File: src/rtl/dmem_ctrl.sv
// Data-memory access controller behind the MEM stage.
// Runs req/ack RAM transactions, stalls the pipeline, flags misalign/timeout.
module dmem_ctrl #(
  parameter int          ADDR_W   = 30,
  parameter int          TIMEOUT  = 16,
  parameter logic [31:0] ERR_DATA = 32'hDEAD_BEEF
) (
  input  logic              clk,
  input  logic              rst_n,
  input  logic              mem_ren,
  input  logic              mem_wen,
  input  logic [31:0]       mem_addr,
  input  logic [31:0]       mem_dout,
  input  logic              mem_hold,
  output logic [31:0]       mem_din,
  output logic              mem_stall,
  output logic              ram_req,
  output logic              ram_we,
  output logic [ADDR_W-1:0] ram_addr,
  output logic [31:0]       ram_wdata,
  input  logic              ram_ack,
  input  logic [31:0]       ram_rdata,
  output logic              align_err,
  output logic              bus_err
);

  localparam int CNT_W = (TIMEOUT > 1) ? $clog2(TIMEOUT) : 1;
  localparam logic [CNT_W-1:0] CNT_LAST = CNT_W'(TIMEOUT - 1);

  typedef enum logic [1:0] {
    IDLE,
    REQ,
    DONE
  } state_t;

  state_t           state;
  logic [CNT_W-1:0] cnt;
  logic [31:0]      rdata_q;
  logic             req_any;
  logic             misalign;
  logic             stall_raw;

  assign req_any  = mem_ren | mem_wen;
  assign misalign = mem_addr[1:0] != 2'b00;
  assign mem_din  = rdata_q;

  always_comb begin
    stall_raw = 1'b0;
    unique case (state)
      IDLE:    stall_raw = req_any;
      REQ:     stall_raw = 1'b1;
      default: stall_raw = 1'b0;
    endcase
  end

  // Stall must read low while reset holds, even with a request present.
  assign mem_stall = stall_raw & rst_n;

  always_ff @(posedge clk or negedge rst_n) begin
    if (!rst_n) begin
      state     <= IDLE;
      cnt       <= '0;
      rdata_q   <= '0;
      ram_req   <= 1'b0;
      ram_we    <= 1'b0;
      ram_addr  <= '0;
      ram_wdata <= '0;
      align_err <= 1'b0;
      bus_err   <= 1'b0;
    end else begin
      unique case (state)
        IDLE: begin
          unique case (1'b1)
            !req_any: begin
              state <= IDLE;
            end
            req_any && misalign: begin
              align_err <= 1'b1;
              if (!mem_wen) rdata_q <= ERR_DATA;
              state <= DONE;
            end
            req_any && !misalign: begin
              ram_addr  <= mem_addr[ADDR_W+1:2];
              ram_we    <= mem_wen;
              ram_wdata <= mem_dout;
              ram_req   <= 1'b1;
              cnt       <= '0;
              state     <= REQ;
            end
            default: state <= IDLE;
          endcase
        end
        REQ: begin
          // An ack arriving on the last allowed cycle beats the timeout.
          unique case (1'b1)
            ram_ack: begin
              ram_req <= 1'b0;
              if (!ram_we) rdata_q <= ram_rdata;
              state <= DONE;
            end
            !ram_ack && (cnt == CNT_LAST): begin
              ram_req <= 1'b0;
              bus_err <= 1'b1;
              if (!ram_we) rdata_q <= ERR_DATA;
              state <= DONE;
            end
            default: cnt <= cnt + CNT_W'(1);
          endcase
        end
        DONE: begin
          if (!mem_hold) state <= IDLE;
        end
        default: state <= IDLE;
      endcase
    end
  end

endmodule

File: config.mk
export PLATFORM = sky130hd
export DESIGN_NAME = dmem_ctrl
export DESIGN_NICKNAME = d
export VERILOG_FILES = /design/src/rtl/dmem_ctrl.sv
export SDC_FILE = /design/constraint.sdc
export NUM_CORES = 1
export LEC_CHECK = 0
export CAP_MARGIN = 20
export CORE_MARGIN = 4
export CORE_UTILIZATION = 35
export DETAILED_ROUTE_END_ITERATION = 16
export PLACE_DENSITY_LB_ADDON = 0.2
export SYNTH_ARGS = -nofsm -noshare
export SYNTH_HDL_FRONTEND = slang
export SYNTH_SLANG_ARGS = --single-unit
File: constraint.sdc
create_clock -name clk -period 3.5 [get_ports clk]
set_input_delay 0.35 -clock clk [delete_from_list [all_inputs] [get_ports clk]]
set_output_delay 0.35 -clock clk [all_outputs]
set_load 0.02 [all_outputs]
======== Word level (Yosys, flattened, before mapping) ========
Cells that the tools add are included.
operators by class
  reductions and logical operators ........ 16
  bitwise operators ....................... 2
  add/sub/neg operators ................... 1
  mux-type cells .......................... 17
  equal/unequal tests ..................... 12
operators by type and width
  operator             count
  $mux 32              4
  $pmux 32 s2          2
  $ne 2x2->1 const B   6
  $ne 3x3->1 const B   3
  $mux 4               2
  $pmux 4 s2           1
  $reduce_and 2->1     4
  $pmux 2 s3           1
  $reduce_and 3->1     2
  $reduce_and 6->1     1
  $add 4x1->4 const B  1
  $eq 4x4->1 const B   1
  $mux 2               2
  $pmux 1 s2           2
  $pmux 2 s2           1
  $reduce_bool 2->1    2
  $logic_and 1x1->1    3
  $eq 2x1->1 const B   1
  $eq 2x2->1 const B   1
  $logic_not 1->1      2
  $logic_not 2->1      1
  $mux 1               2
  $reduce_or 2->1      1
  $and 1x1->1          1
  $or 1x1->1           1
word-level totals
  register bits after elaboration ......... 104

======== Logic depth before layout (Yosys ltp) ========
Gate-level depths: netlist of run 1.
  word-level depth ........................ 5
  mapped depth ............................ 5
  depth with buffers taken out ............ 4

======== Least setup slack after synthesis of run 1 ========
No wires, ideal clock.
  path type ............................... reg2reg
  start ................................... register state[0]
  end ..................................... register ram_addr[0]
  period minus slack after synthesis ...... 1847 ps
  required time ........................... 3375 ps
  cell stages (with the launch flop) ...... 6
  data arrival time ....................... 1722 ps
  path slack .............................. 1653 ps
  path through ............................ dfrtp_1 > or4_1 > buf_2 > nor2_8 > buf_6 > mux2_2
between the ends
  cells in the longest elaborated chain, start to end .. 2
RTL lines
  element                     RTL line  text
  start, declared             36        state_t state;
  start signal, assigned      61        state <= IDLE;
  start signal, assigned      75        state <= IDLE;
  start signal, assigned      80        state <= DONE;
  $logic_not 2->1             71        unique case (state)
  $reduce_and 2->1 (no line)  n/a
  end signal, assigned        83        ram_addr <= mem_addr[ADDR_W+1:2];
  end, declared               19        output logic [ADDR_W-1:0] ram_addr,
No other way between the ends.
A chain may end at the register's enable or synchronous reset.

======== Worst setup path after layout of run 1 ========
  start ................................... register state[0]
  end ..................................... register ram_wdata[11]
between the ends
  cells in the longest elaborated chain, start to end .. 2
RTL lines
  element                     RTL line  text
  $logic_not 2->1             71
  $reduce_and 2->1 (no line)  n/a
  end signal, assigned        85        ram_wdata <= mem_dout;
  end, declared               20        output logic [31:0] ram_wdata,
No other way between the ends.

==> results.ini, run 1 <==
[outcome]
status = finished clean

[synthesis]
synth_edf_count = 0
syn_inst = 256
yosysWarnings = 0
synth-seq-cells = 104
ys_types = 32
syn_nets = 359
async_flop_share_pct = 100
avgSynthCellArea_um2 = 15.6
ys_seq_area_share_pct = 65.3
ys.flop_type = dfrtp_1
syn_area_um2 = 3980

[sta]
final.min_clock_period_ps = 2210
hold_viol_final = 0
rsz0062_at_grt = no
finalSetupTns_ps = 0
fmax_mhz = 453
fin_crit_sh_pct = 63.1
setup_viol = 0
setup_ws_ps = 1290
slew_headroom_pct = 48.2
max_slew.worst_pin.slew_ps = 775
fin_skew_ps = 8.80
finalMaxSlewViolations = 0

[finish]
layout_commonest_cell = clkdlybuf4s50_1
layout_common_cells = clkdlybuf4s50_1, dfrtp_1, mux2_2, o22a_1, clkbuf_16
final_util_pct = 58.3
seq_area_um2 = 2600
num_antenna_cells = 0
fin_nets = 563
fillers = 951
synthToLayoutAreaGrowth_pct = 60.6
drive_gt1_share_pct = 19.4
instances_no_fill = 605
multi_input_area_um2 = 1270

[power_and_ir_drop]
intPower_w = 0.00368
power.density_nw_per_um2 = 877
peakVddDrop_v = 0.000409
p_switching_w = 0.00193
p_comb_share_pct = 46.7
fin_total_pwr_w = 0.00561
leakagePower_nw = 2.59
clock_power_share_pct = 17.0
p_sw_share_pct = 34.4
seqPwrFrac_pct = 36.2

[worst_setup_path]
critical_path_class = reg -> reg
startpoint_type = register
r2r_slack_ps = 1290
cp-end-kind = register
arrival_ps = 2430
path_max_fanout = 29
setup.worst_path.start = state[0]$_DFFE_PN0P_
rr_startpoint = state[0]$_DFFE_PN0P_
r2r_cells = 4
r2r_end = ram_wdata[11]$_DFFE_PN0P_
endpoint = ram_wdata[11]$_DFFE_PN0P_
cp.required_ps = 3720

[grt]
track_usage_pct = 15.6
grt_pass1_wl_mm = 16.3
grt_max_degree = 57
grt_overflow = 0
grt_pass1_vias = 3154
antenna_found_initial = 0

[detailed_routing]
postRouteAntennaNets = 0
drc = 0
dr_total_vias = 2907
wl_mm = 10.3
viasPerCell = 4.80
first_pass_iters = 4
drt_iter0_drc = 113
post_drt_wl_per_cell_um = 17.0

[placed_design]
dpl.cell_count = 589
portBuffers = 200
place_worst_setup_slack_ps = 994
gp_congestion = 0.705
dp_hpwl_mm = 7.80

[clocking]
ctsHoldBuffers = 0
post_cts_buffers = 0
clockRootBuffer = clkbuf_16
cts_tree = done
cts_resized = 0
worstSkewPairLatency_ps = 330
clock_sinks = 104
ctsLongestPathBuffers = 2
cts_buffers = 9
cts-htree-levels = 3
clk_pin_slew_ps = 80

[floorplan]
die_y_um = 115
boundaryPins = 201
die_area_um2 = 13200
initial_core_util_pct = 36.3
die_w_um = 115
core_area_um2 = 11000
fp-row-count = 38

[run]
max-cap-violations = 0

[worst_hold_path]
min_path_type = in -> async

[per-stage QoR]
stage / hold WS, ps / instance area [um^2]
finish: 134 / 6400
global route: 187 / 6400
CTS: 153 / 6400
detailed placement: 458 / 6110
global placement: 460 / 6110
floorplan: 54.4 / 3980
[worst min-delay path by stage]
| stage | start | to | slack [ps] | depth (start not counted) |
|---|---|---|---|---|
| 5_1_grt | rst_n | ram_addr[27]$_DFFE_PN0P_ | 190 | 2 |
| 3_5_place_dp | bus_err$_DFFE_PN0P_ | bus_err$_DFFE_PN0P_ | 460 | 1 |
| 6_report | rst_n | ram_addr[27]$_DFFE_PN0P_ | 130 | 2 |
| 4_1_cts | rst_n | ram_addr[27]$_DFFE_PN0P_ | 150 | 2 |
| 3_3_place_gp | ram_req$_DFFE_PN0P_ | ram_req$_DFFE_PN0P_ | 460 | 1 |
| 2_1_floorplan | rst_n | align_err$_DFFE_PN0P_ | 50 | 0 |
[cells by family after synthesis]
logic type               count (synthesis)  synth area share [%]
flip-flops                             104                  65.3
multiplexers                            64                  18.0
AO/OA/AOI/OAI                           46                  9.71
AND/OR/NAND/NOR                         25                  3.86
buffers and inverters                   16                  2.76
adder cells (fa/ha/maj)                  1                 0.314
[Yosys cell counts (2+ instances only)]
| cell | instances | area, um^2 |
|---|---|---|
| nor2_1 | 3 | 11.3 |
| buf_2 | 4 | 20.0 |
| mux2_2 | 62 | 698 |
| o21ai_0 | 6 | 30.0 |
| dfrtp_1 | 104 | 2600 |
| or2_2 | 2 | 12.5 |
| nand2_1 | 3 | 11.3 |
| mux2i_1 | 2 | 20.0 |
| nor3_1 | 2 | 10.0 |
| inv_1 | 4 | 15.0 |
| nand3_1 | 5 | 25.0 |
| clkbuf_1 | 2 | 7.51 |
| buf_6 | 6 | 67.6 |
| nor3b_1 | 3 | 22.5 |
| a22o_1 | 8 | 70.1 |
| o22a_1 | 24 | 210 |
[layout make-up]
| cell class | instances | area share [%] |
|---|---|---|
| well taps | 140 | 2.74 |
| clock inverters | 6 | 0.743 |
| clock buffers | 10 | 3.73 |
| multi-input cells | 136 | 19.9 |
| repair buffers | 205 | 32.0 |
| flip-flops and latches | 104 | 40.7 |
| inverters | 4 | 0.235 |
[power by group through the flow]
stage               Clock [W]  Sequential [W]  Combinational (W)
floorplan                   0         0.00269           0.000628
global placement            0         0.00204            0.00262
detailed placement          0         0.00206            0.00265
CTS                  0.000992         0.00204            0.00266
global route          0.00104         0.00212            0.00278
finish               0.000954         0.00203            0.00262
[flip-flops by register name (all words and copies together), names as in the netlist]
signal / cells
align_err: 1
bus_err: 1
cnt: 4
mem_din: 32
ram_addr: 30
ram_req: 1
ram_wdata: 32
ram_we: 1
state: 2
[routing by layer]
metal  wire, um  GRT usage, %  vias up
li1           -             -     1343
met5          0             0        -
met1       4330          19.8     1417
met3       1300          7.82        4
met4         58          3.05        0
met2       4610          24.4      143
[worst max-delay path, cell delays in order, from the launching register on]
cell and delay (ps):
dfrtp_1 450, or4_1 710, nor2_8 160, buf_4 370, mux2_2 380
Power figures use the tool's default switching activity.
==> run 2, diff against run 1 <==
Clock period 3.5 ns to 1.8 ns, I/O delays scaled along.
==> results.ini, run 2 (synthesized netlist as in run 1, its figures left out) <==
[placed_design]
dpl.cell_count = 597
portBuffers = 200
place_worst_setup_slack_ps = -303
dp_hpwl_mm = 7.42
gp_congestion = 0.781

[detailed_routing]
wl_mm = 10.6
viasPerCell = 4.80
drc = 0
post_drt_wl_per_cell_um = 17.2
dr_total_vias = 2969
drt_iter0_drc = 142
first_pass_iters = 4
postRouteAntennaNets = 0

[clocking]
clk_pin_slew_ps = 70
clockRootBuffer = clkbuf_16
clock_sinks = 104
cts_tree = done
cts-htree-levels = 3
worstSkewPairLatency_ps = 340
cts_buffers = 9
ctsLongestPathBuffers = 2

[sta]
hold_viol_final = 0
slew_headroom_pct = 60.9
finalMaxSlewViolations = 0
fin_crit_sh_pct = 102
fin_skew_ps = 3.81
setup_viol = 35
rsz0062_at_grt = yes
finalSetupTns_ps = -457
final.min_clock_period_ps = 1840
setup_ws_ps = -35.8
max_slew.worst_pin.slew_ps = 587
fmax_mhz = 545

[worst_hold_path]
hp-start = ram_rdata[27]
min_path_type = in -> reg

[floorplan]
fp-row-count = 38
die_y_um = 115
die_w_um = 115
initial_core_util_pct = 36.3
core_area_um2 = 11000
die_area_um2 = 13200
boundaryPins = 201

[finish]
fillers = 897
num_antenna_cells = 0
fin_nets = 576
drive_gt1_share_pct = 21.5
layout_common_cells = clkdlybuf4s50_1, dfrtp_1, mux2_2, o22a_1, mux2_4
layout_commonest_cell = clkdlybuf4s50_1
synthToLayoutAreaGrowth_pct = 67.7
instances_no_fill = 618

[grt]
grt_overflow = 0
track_usage_pct = 16.4
grt_pass1_vias = 3332
grt_pass1_wl_mm = 17.0
grt_max_degree = 105
antenna_found_initial = 0

[power_and_ir_drop]
leakagePower_nw = 2.77
peakVddDrop_v = 0.000950
power.density_nw_per_um2 = 1680

[worst_setup_path]
endpoint = ram_wdata[3]$_DFFE_PN0P_
r2r_slack_ps = -40
setup.worst_path.start = state[0]$_DFFE_PN0P_
arrival_ps = 2060
r2r_end = ram_wdata[3]$_DFFE_PN0P_
rr_startpoint = state[0]$_DFFE_PN0P_
path_max_fanout = 10
r2r_cells = 5
cp.required_ps = 2020
critical_path_class = reg -> reg
cp-end-kind = register
startpoint_type = register

[outcome]
status = complete, but fails checks
violations = setup timing

[run]
max-cap-violations = 0

[run 2: area by class of cell]
cell class	count	area, um^2	area share (%)
repair buffers	218	2240	33.5
clock inverters	3	15.0	0.225
inverters	4	15.0	0.225
multi-input cells	136	1360	20.4
flip-flops and latches	104	2600	39.0
well taps	140	175	2.62
clock buffers	13	270	4.05
[run 2: metrics by stage]
stage	total power (W)	hold WS, ps	area (um^2)	util (%)
2_1_floorplan	0.00646	-116	3990	-
3_3_place_gp	0.00911	312	6210	56.6
3_5_place_dp	0.00922	316	6210	56.6
4_1_cts	0.0112	406	6560	59.7
5_1_grt	0.0119	415	6680	60.8
6_report	0.0112	423	6680	60.8
[run 2: worst min-delay path by stage]
stage / to / slack (ps) / depth (start not counted)
floorplan: align_err$_DFFE_PN0P_ / -120 / 0
global placement: mem_din[4]$_DFFE_PN0P_ / 310 / 2
detailed placement: mem_din[20]$_DFFE_PN0P_ / 320 / 2
CTS: mem_din[27]$_DFFE_PN0P_ / 410 / 2
global route: mem_din[9]$_DFFE_PN0P_ / 410 / 2
finish: mem_din[27]$_DFFE_PN0P_ / 420 / 2
[run 2: per-layer routing]
| metal | wire (um) | up-vias | track usage (%) |
|---|---|---|---|
| met5 | 0 | - | 0 |
| met4 | 153 | 0 | 5.87 |
| met3 | 1210 | 12 | 7.03 |
| met2 | 4680 | 144 | 25.7 |
| met1 | 4600 | 1434 | 20.4 |
| li1 | - | 1379 | - |
[run 2: repair_timing]
item / 4_1_cts / 5_1_grt
setup endpoints to repair: 63 / 64
resized for setup: 9 / 18
hold endpoints to repair: 104 / 0
hold buffers: 1 / 0
buffers inserted: 0 / 1
cloned: 1 / 2
[run 2: worst max-delay path, cell delays in order (launching register included)]
cell     delay, ps
dfrtp_1        390
or4_4          580
nor2_8         160
buf_12         130
buf_16         130
mux2_2         330
[run 2: power by group]
part           leakage, nW  internal [W]  switching, W
clock                0.145       0.00105      0.000816
sequential            1.20       0.00339      0.000561
combinational         1.43       0.00303       0.00238
total                 2.77       0.00746       0.00376
